--- src/rtl/sky_rom_arbiter_if.sv ---
// sky_rom_arbiter_if
// Bundles the two requester ports and the ROM pins of the sky image ROM
// arbiter.
//   p0_* / p1_* : requester ports. req/addr come in; gnt, valid and rgb go out.
//   rom_addr    : address presented to the ROM.
//   rom_rgb     : ROM data, returned one cycle after rom_addr.
// Handshake: a read is accepted in any cycle where pX_req and pX_gnt are both
// 1. The requester holds req/addr steady until it is granted, and may issue a
// new read every cycle. Data returns on pX_rgb two cycles after the grant,
// qualified by a one-cycle pX_valid pulse. There is no backpressure on returns.
// The 'slave' modport is the arbiter side. The 'master' modport is the
// requester/ROM side.
interface sky_rom_arbiter_if #(
   parameter int ADDR_W = 14,
   parameter int DATA_W = 12
);
   logic              p0_req;
   logic [ADDR_W-1:0] p0_addr;
   logic              p0_gnt;
   logic              p0_valid;
   logic [DATA_W-1:0] p0_rgb;
   logic              p1_req;
   logic [ADDR_W-1:0] p1_addr;
   logic              p1_gnt;
   logic              p1_valid;
   logic [DATA_W-1:0] p1_rgb;
   logic [ADDR_W-1:0] rom_addr;
   logic [DATA_W-1:0] rom_rgb;

   modport slave (
      input  p0_req, p0_addr, p1_req, p1_addr, rom_rgb,
      output p0_gnt, p0_valid, p0_rgb, p1_gnt, p1_valid, p1_rgb, rom_addr
   );

   modport master (
      output p0_req, p0_addr, p1_req, p1_addr, rom_rgb,
      input  p0_gnt, p0_valid, p0_rgb, p1_gnt, p1_valid, p1_rgb, rom_addr
   );
endinterface

--- src/rtl/sky_rom_arbiter.sv ---
// sky_rom_arbiter
// Shares the single-port sky image ROM between two requesters.
// The ROM has a 1-cycle read latency, 16384 x 12-bit.
//   - Port 0 is background scan-out and has high priority.
//   - Port 1 is the tile renderer and has low priority.
// Port 0 wins by default. A starvation counter forces a port-1 grant after
// MAX_STARVE consecutive port-0 wins while port 1 waits. Returned pixels are
// steered back to the port that issued the read.
// Ports:
//   clk   : system clock; all logic runs on the rising edge
//   rst_n : asynchronous active-low reset
//   bus   : sky_rom_arbiter_if.slave (requester ports + ROM pins)
module sky_rom_arbiter #(
   parameter int ADDR_W     = 14,
   parameter int DATA_W     = 12,
   parameter int MAX_STARVE = 4
) (
   input  logic                clk,
   input  logic                rst_n,
   sky_rom_arbiter_if.slave    bus
);

   localparam logic [3:0] STARVE_LIMIT = 4'(MAX_STARVE);

   logic [3:0]        starve_cnt;
   logic [ADDR_W-1:0] addr_hold;
   logic              s1_valid;
   logic              s1_port;
   logic              p0_gnt;
   logic              p1_gnt;
   logic              p0_valid_q;
   logic              p1_valid_q;
   logic [DATA_W-1:0] p0_rgb_q;
   logic [DATA_W-1:0] p1_rgb_q;

   // Grants are combinational so a lone request is served in its own cycle.
   // rst_n gates them so nothing is accepted while reset is held.
   always_comb begin
      p1_gnt = rst_n & bus.p1_req & (~bus.p0_req | (starve_cnt == STARVE_LIMIT));
      p0_gnt = rst_n & bus.p0_req & ~p1_gnt;
   end

   // When no port is granted, the last granted address is held so the ROM
   // address pins do not toggle while idle.
   always_comb begin
      bus.rom_addr = addr_hold;
      if (p0_gnt)
         bus.rom_addr = bus.p0_addr;
      else if (p1_gnt)
         bus.rom_addr = bus.p1_addr;
   end

   assign bus.p0_gnt   = p0_gnt;
   assign bus.p1_gnt   = p1_gnt;
   assign bus.p0_valid = p0_valid_q;
   assign bus.p1_valid = p1_valid_q;
   assign bus.p0_rgb   = p0_rgb_q;
   assign bus.p1_rgb   = p1_rgb_q;

   // Counts port-0 wins while port 1 is waiting. It clears as soon as port 1
   // is served or stops asking. It saturates at the limit; at that point the
   // grant logic hands the next slot to port 1.
   always_ff @(posedge clk or negedge rst_n) begin
      if (!rst_n)
         starve_cnt <= '0;
      else if (p1_gnt || !bus.p1_req)
         starve_cnt <= '0;
      else if (p0_gnt && (starve_cnt != STARVE_LIMIT))
         starve_cnt <= starve_cnt + 4'd1;
   end

   always_ff @(posedge clk or negedge rst_n) begin
      if (!rst_n)
         addr_hold <= '0;
      else if (p0_gnt || p1_gnt)
         addr_hold <= bus.rom_addr;
   end

   // Stage 1 tag: records which port owns the read now in flight in the ROM.
   always_ff @(posedge clk or negedge rst_n) begin
      if (!rst_n) begin
         s1_valid <= 1'b0;
         s1_port  <= 1'b0;
      end else begin
         s1_valid <= p0_gnt | p1_gnt;
         s1_port  <= p1_gnt;
      end
   end

   // Stage 2: the ROM data for the tagged read is present on rom_rgb now.
   // Only the owning port's data register is loaded. The other port keeps
   // its last pixel.
   always_ff @(posedge clk or negedge rst_n) begin
      if (!rst_n) begin
         p0_valid_q <= 1'b0;
         p1_valid_q <= 1'b0;
         p0_rgb_q   <= '0;
         p1_rgb_q   <= '0;
      end else begin
         p0_valid_q <= s1_valid & ~s1_port;
         p1_valid_q <= s1_valid & s1_port;
         if (s1_valid && !s1_port)
            p0_rgb_q <= bus.rom_rgb;
         if (s1_valid && s1_port)
            p1_rgb_q <= bus.rom_rgb;
      end
   end

endmodule
--- src/flat_wrapper.sv ---
// flat-port wrapper written by rule: the top's interface ports become plain ports
module sky_rom_arbiter_flat 
#(
   parameter int ADDR_W     = 14,
   parameter int DATA_W     = 12,
   parameter int MAX_STARVE = 4
)
  (clk, rst_n, bus_p0_req, bus_p0_addr, bus_p1_req, bus_p1_addr, bus_rom_rgb, bus_p0_gnt, bus_p0_valid, bus_p0_rgb, bus_p1_gnt, bus_p1_valid, bus_p1_rgb, bus_rom_addr);
  sky_rom_arbiter_if #(.ADDR_W(ADDR_W), .DATA_W(DATA_W)) bus_i ();
  input  logic clk;
  input  logic rst_n;
  input wire logic [$bits(bus_i.p0_req)-1:0] bus_p0_req;
  input wire logic [$bits(bus_i.p0_addr)-1:0] bus_p0_addr;
  input wire logic [$bits(bus_i.p1_req)-1:0] bus_p1_req;
  input wire logic [$bits(bus_i.p1_addr)-1:0] bus_p1_addr;
  input wire logic [$bits(bus_i.rom_rgb)-1:0] bus_rom_rgb;
  output wire logic [$bits(bus_i.p0_gnt)-1:0] bus_p0_gnt;
  output wire logic [$bits(bus_i.p0_valid)-1:0] bus_p0_valid;
  output wire logic [$bits(bus_i.p0_rgb)-1:0] bus_p0_rgb;
  output wire logic [$bits(bus_i.p1_gnt)-1:0] bus_p1_gnt;
  output wire logic [$bits(bus_i.p1_valid)-1:0] bus_p1_valid;
  output wire logic [$bits(bus_i.p1_rgb)-1:0] bus_p1_rgb;
  output wire logic [$bits(bus_i.rom_addr)-1:0] bus_rom_addr;
  assign bus_i.p0_req = bus_p0_req;
  assign bus_i.p0_addr = bus_p0_addr;
  assign bus_i.p1_req = bus_p1_req;
  assign bus_i.p1_addr = bus_p1_addr;
  assign bus_i.rom_rgb = bus_rom_rgb;
  assign bus_p0_gnt = bus_i.p0_gnt;
  assign bus_p0_valid = bus_i.p0_valid;
  assign bus_p0_rgb = bus_i.p0_rgb;
  assign bus_p1_gnt = bus_i.p1_gnt;
  assign bus_p1_valid = bus_i.p1_valid;
  assign bus_p1_rgb = bus_i.p1_rgb;
  assign bus_rom_addr = bus_i.rom_addr;
  sky_rom_arbiter #(.ADDR_W(ADDR_W), .DATA_W(DATA_W), .MAX_STARVE(MAX_STARVE)) u_core (.clk(clk), .rst_n(rst_n), .bus(bus_i));
endmodule
--- config.mk ---
export PLATFORM = sky130hd
export DESIGN_NAME = sky_rom_arbiter_flat
export DESIGN_NICKNAME = d
export VERILOG_FILES = /design/src/rtl/sky_rom_arbiter_if.sv /design/src/rtl/sky_rom_arbiter.sv /design/src/flat_wrapper.sv
export SDC_FILE = /design/constraint.sdc
export NUM_CORES = 1
export LEC_CHECK = 0
export CAP_MARGIN = 10
export CORE_ASPECT_RATIO = 0.9
export CORE_UTILIZATION = 39
export CTS_CLUSTER_DIAMETER = 60
export DETAILED_ROUTE_END_ITERATION = 6
export DONT_BUFFER_PORTS = 1
export GPL_TIMING_DRIVEN = 0
export MAX_ROUTING_LAYER = met4
export PLACE_DENSITY = 0.54
export RECOVER_POWER = 100
export SLEW_MARGIN = 20
export SYNTH_ARGS = -nofsm -noshare
export SYNTH_HDL_FRONTEND = slang
export SYNTH_SLANG_ARGS = --single-unit
export TNS_END_PERCENT = 50
--- constraint.sdc ---
create_clock -name clk -period 2.23 [get_ports clk]
set_input_delay 0.446 -clock clk [delete_from_list [all_inputs] [get_ports clk]]
set_output_delay 0.446 -clock clk [all_outputs]
set_load 0.02 [all_outputs]
# ---- Yosys cells after proc, flatten, opt, wreduce, memory -nomap -nowiden
# Cells that the tools add are included.
dict set report word_totals {
  output_inout_bits 42
  inputBits 44
  wordCells 34
  regBits 46
}
dict set report op_classes {
  n_addsub 1
  reduce_logical 8
  muxes 4
  bitwise_logic 11
  n_eq_ne 2
}
# operator n
set ops {}
lappend ops {{14-bit two-way mux} 2}
lappend ops {{4-bit two-way mux} 2}
lappend ops {{1-bit bitwise AND} 6}
lappend ops {{4-bit by 1-bit adder with 4-bit output (second input constant)} 1}
lappend ops {{4-bit by 3-bit equality test with 1-bit output (second input constant)} 1}
lappend ops {{4-bit by 3-bit inequality test with 1-bit output (second input constant)} 1}
lappend ops {{1-bit logical AND} 3}
lappend ops {{1-bit NOT} 3}
lappend ops {{1-bit zero test} 2}
lappend ops {{1-bit logical OR} 2}
lappend ops {{1-bit OR} 2}
lappend ops {{2-bit nonzero test} 1}

# ---- Logic depth before layout (Yosys ltp)
# Gate-level depths: netlist (run 1).
dict set report depth {
  depth_word 8
  ltp_mapped 7
  mapped_depth_nobuf 5
}

# ---- Worst setup path before layout (run 1)
# No wires, ideal clock.
dict set report synth_path {
  kind {reg2out}
  startpoint {reg u_core.starve_cnt[0]}
  endpoint {out bus_rom_addr[10]}
  required_time_ns 1.784
  arrival_ns 1.684
  path_stages_with_launch 7
  path_buffers 1
  setup_slack_ns 0.100
  cell_sequence {dfrtp_1 -> inv_1 -> ha_1 -> nand3b_4 -> a21oi_1 -> clkbuf_1 -> a221o_1}
}
dict set report synth_via {
  elab_chain_cells 6
  word_cells_on_any_way 7
  classes_between {1 x eq/ne; 2 x mux; 4 x bitwise}
}
# element line
set synth_rtl {}
lappend synth_rtl {{start: declaration} sky_rom_arbiter.sv:25} ;# logic [3:0] starve_cnt;
lappend synth_rtl {{start signal: assignment} sky_rom_arbiter.sv:69} ;# starve_cnt <= starve_cnt + 4'd1;
lappend synth_rtl {{4-bit by 3-bit equality test with 1-bit output *} sky_rom_arbiter.sv:39} ;# p1_gnt = rst_n & bus.p1_req & (~bus.p0_req | (starve_cnt == STARVE_LIMIT));
lappend synth_rtl {{1-bit OR *} sky_rom_arbiter.sv:39}
lappend synth_rtl {{1-bit bitwise AND *} sky_rom_arbiter.sv:39}
lappend synth_rtl {{via bus_p1_gnt} flat_wrapper.sv:20} ;# output wire logic [$bits(bus_i.p1_gnt)-1:0] bus_p1_gnt;
lappend synth_rtl {{1-bit NOT} sky_rom_arbiter.sv:40} ;# p0_gnt = rst_n & bus.p0_req & ~p1_gnt;
lappend synth_rtl {{1-bit bitwise AND} sky_rom_arbiter.sv:40}
lappend synth_rtl {{14-bit two-way mux *} sky_rom_arbiter.sv:47} ;# if (p0_gnt)
lappend synth_rtl {{end: declaration} flat_wrapper.sv:23} ;# output wire logic [$bits(bus_i.rom_addr)-1:0] bus_rom_addr;
# Mark *: on every way through the listed nets, which the timed path passes. The rest lies on a longest branch.

# ---- Worst setup path after layout (run 1)
dict set report layout_path {
  startpoint {reg u_core.starve_cnt[1]}
  endpoint {out bus_rom_addr[8]}
}
dict set report layout_via {
  elab_chain_cells 6
  word_cells_on_any_way 7
  classes_between {1 x eq/ne; 2 x mux; 4 x bitwise}
}
# element line
set layout_rtl {}
lappend layout_rtl {{4-bit by 3-bit equality test with 1-bit output} sky_rom_arbiter.sv:39}
lappend layout_rtl {{1-bit OR} sky_rom_arbiter.sv:39}
lappend layout_rtl {{1-bit bitwise AND} sky_rom_arbiter.sv:39}
lappend layout_rtl {{1-bit NOT} sky_rom_arbiter.sv:40}
lappend layout_rtl {{1-bit bitwise AND} sky_rom_arbiter.sv:40}
lappend layout_rtl {{via bus_p0_gnt} flat_wrapper.sv:17} ;# output wire logic [$bits(bus_i.p0_gnt)-1:0] bus_p0_gnt;
lappend layout_rtl {{14-bit two-way mux} sky_rom_arbiter.sv:47}
# The timed path passes the listed nets, and every way through them passes these cells.

==> impl_metrics.ini, run 1 <==
[cells_and_area]
layout.area.seq_um2 = 1151
proportion_of_layout_cells_with_a_drive_suffix_above_1_pct = 32.94
n_antenna_cell = 0
fin_cells = 235
fill_cells = 468
final_net_count = 215
areaGrowthSynthToFinish_pct = 13.71
fin_area_um2 = 2335
multi_input_area_um2 = 838.3

[job]
max-cap-violations = 0

[critical_path]
element_type_at_the_critical_path_start = flip-flop
crit_arrival_ns = 1.83
timing.critical_path.slowest_cell_delay_ns = 0.40
critPathRequiredTime_ns = 1.78
timing.rr.end = u_core.addr_hold[10]$_DFFE_PN0P_
critical_path.cell_chain = inv_2, ha_4, nand3b_4, o211a_4, buf_8, a221o_1
setup.worst_path.class = reg2out
reg2reg_depth = 7
crit_fanout = 6
worst_setup_path_end_kind = output pin
crit-reg2reg-launch = u_core.starve_cnt[1]$_DFFE_PN0P_
critPathSlowestCell = sky130_fd_sc_hd__dfrtp_1
r2r_slack_ns = 0.51

[grt]
grt_max_degree = 47
grt_first_pass_wirelength_mm = 7.500
vias_in_the_first_global_route = 1550
grt_usage_pct = 18.27
number_of_antenna_violations_at_the_first_check_in_global_routing = 0
grt.overflow.total = 0

[timing]
finalCritPeriodShare_pct = 102.1
fin_setup_tns_ns = -0.5252
report.final.hold_viol_count = 0
maxClockFrequency_mhz = 439.4
unrepaired_setup_endpoints_after_global_routing = true
finClkSkew_ns = 0.002474
final_ws_setup_ns = -0.04580
timing.max_slew.rel_slack_pct = 25.33
hold_slack_ns = 0.2930
report.final.slew_viol_count = 0
layout_min_cycle_time_ns = 2.276
transition_time_at_the_pin_with_the_least_slew_margin_ns = 1.120
setup_viol = 14

[route]
via_count = 1397
number_of_vias_per_cell = 5.945
drt_first_pass_iters = 4
drt_iter0_drc = 102
average_detailed_routed_wire_length_per_instance_um = 19.46
final_antenna_net_count = 0
drt-total-wl_mm = 4.572
drcViolationCount = 0

[clocking]
cts.sink_count = 46
clockRootBuffer = sky130_fd_sc_hd__clkbuf_8
worst_setup_hold_path_clk_slew_ns = 0.08
clock_tree_from_tritoncts = built
latest_clock_arrival_within_the_worst_skew_pair_ns = 0.29
tritoncts.num_buffers = 5
clock_tree.buffer_depth = 2
cts_htree_levels = 2

[hold_path]
min_to = u_core.starve_cnt[1]$_DFFE_PN0P_
class_of_the_tightest_hold_or_removal_check = in2reg
hold_path_startpoint = bus_p1_req
hold_path_depth = 2

[yosys]
syn_nets = 199
yosysUniqueCellTypes = 26
synth.avg_cell_area_um2 = 13.42
synth_simple_gate_area_share_pct = 8.775
synth_largest_area_cell = sky130_fd_sc_hd__dfrtp_1
synth-seq-cells = 46
yosysWarnings = 0
synth_area_um2 = 2053
synth_fa_ha_area_share_pct = 1.219
synth_area_leaders = sky130_fd_sc_hd__dfrtp_1, sky130_fd_sc_hd__a221o_1, sky130_fd_sc_hd__mux2_2
yosysSeqAreaShare_pct = 56.06
synth_largest_type_area_fraction_pct = 56.06
synth_compound_gate_area_share_pct = 16.51
synthCells = 153
synth.mux.area_fraction_pct = 13.16
synth_xor_xnor_area_share_pct = 0
synth_top_family_by_area = compound AO/OA/AOI/OAI gates

[pwr]
power.ir.vdd_worst_mv = 0.4101
p_leak_nw = 1.019
power.density_cell_area_nw_per_um2 = 839.2

[floorplan]
die_area_um2 = 5559
floorplan.initialDensity_pct = 41.44
coreArea_um2 = 4955
die_w_um = 78.48
io_pins = 86
die_h_um = 70.84
placement_rows = 24

[placed_design]
dpl.cell_count = 218
dp_hpwl_mm = 3.126
gpl.final_weighted_congestion = 0.7475
portBuffers = 0
area_of_placed_instances_um2 = 2135

[status]
outcome = finished with violations
violations = setup timing
kinds of logic (layout without fill, tap and decap cells):
family | Yosys count | after routing
flip-flops | 46 | 46
AO/OA/AOI/OAI | 36 | 36
AND/OR/NAND/NOR | 28 | 28
multiplexers | 24 | 24
buffers and inverters | 17 | 34
adder cells (fa/ha/maj) | 2 | 2
where the power goes:
group | total, mW | internal [mW] | switching [mW]
logic | 0.321 | 0.155 | 0.166
registers | 1.13 | 0.955 | 0.178
clock network | 0.505 | 0.220 | 0.285
layout make-up:
class,instances,area share [%]
flip-flops and latches,46,49.30
multi-input cells,90,35.91
well taps,65,3.483
repair buffers,11,3.430
plain buffers,9,3.055
clock buffers,5,2.947
inverters,6,0.9646
clock inverters,3,0.9110
cell usage in the layout, fill, tap and decap left out, drive strengths merged:
master / instances
nand2b: 2
inv: 6
o21ai: 1
o32ai: 1
o22ai: 1
a221o: 28
clkbuf: 9
dlygate4sd3: 1
nand4b: 2
ha: 2
and3b: 1
o211a: 1
clkinvlp: 1
buf: 15
nand2: 5
clkinv: 2
o41ai: 1
nand3: 3
nand3b: 1
and2: 14
a31oi: 1
a41oi: 1
mux2: 24
a21oi: 1
dfrtp: 46
worst max-delay path by stage:
stage / startpoint / end / slack (ns) / cells past startpoint
6_report: u_core.starve_cnt[1]$_DFFE_PN0P_ / bus_rom_addr[8] / -0.05 / 6
5_1_grt: u_core.starve_cnt[0]$_DFFE_PN0P_ / bus_rom_addr[8] / -0.1 / 6
4_1_cts: u_core.starve_cnt[1]$_DFFE_PN0P_ / bus_rom_addr[9] / -0.08 / 6
3_5_place_dp: u_core.starve_cnt[0]$_DFFE_PN0P_ / bus_rom_addr[9] / -0.16 / 6
3_3_place_gp: u_core.starve_cnt[0]$_DFFE_PN0P_ / bus_rom_addr[9] / -0.15 / 6
2_1_floorplan: u_core.starve_cnt[0]$_DFFE_PN0P_ / bus_rom_addr[10] / 0.10 / 6
per-layer routing:
metal	global-route usage, %	part of all wire [%]	wire length (µm)
met5	-	0	0
met4	5.967	0.81	37
met3	5.806	7.9	362
met2	30.70	52	2398
met1	20.67	39	1774
state kept, by name, indices dropped and copies added, names as in the netlist:
name	flops
u_core.starve_cnt	4
u_core.addr_hold	14
u_core.bus.p0_rgb	12
u_core.bus.p1_rgb	12
u_core.s1_port	1
u_core.bus.p0_valid	1
u_core.s1_valid	1
u_core.bus.p1_valid	1
metrics by stage:
stage	total power [mW]	worst slack, ns	utilization (%)
detailed placement	1.443	-0.1641	43.08
finish	1.959	-0.04580	47.12
floorplan	1.379	0.1001	-
CTS	1.986	-0.08147	46.92
global route	2.051	-0.09853	47.12
global placement	1.423	-0.1475	43.08
synthesized netlist by cell type, drive strengths merged:
cell type,number
dfrtp,46
a221o,28
mux2,24
and2,14
buf,8
inv,6
nand2,5
clkbuf,3
nand3,3
ha,2
nand2b,2
nand4b,2
a21oi,1
a31oi,1
a41oi,1
and3b,1
nand3b,1
o211a,1
o21ai,1
o22ai,1
o32ai,1
o41ai,1
worst max-delay path: cells and delay by family (launching register included):
family,cells,cell delay (ns)
buf+inv,2,0.24
simple gates,1,0.10
compound gates,2,0.67
fa+ha+maj,1,0.14
flops,1,0.40
timing repair:
item | in CTS | in global routing
pin swaps | 6 | 6
setup endpoints to repair | 15 | 14
resized for setup | 11 | 5
hold buffers | 2 | 0
cloned | 1 | 0
endpoints found under the hold margin | 46 | 0
setup buffers | 5 | 3
Power figures use the tool's default switching activity.
==> inputs of run 2 (changes only) <==
SLEW_MARGIN = not set   (was 20)
==> results of run 2 <==
No change in the layout: final DEF, timing and power equal those of run 1.
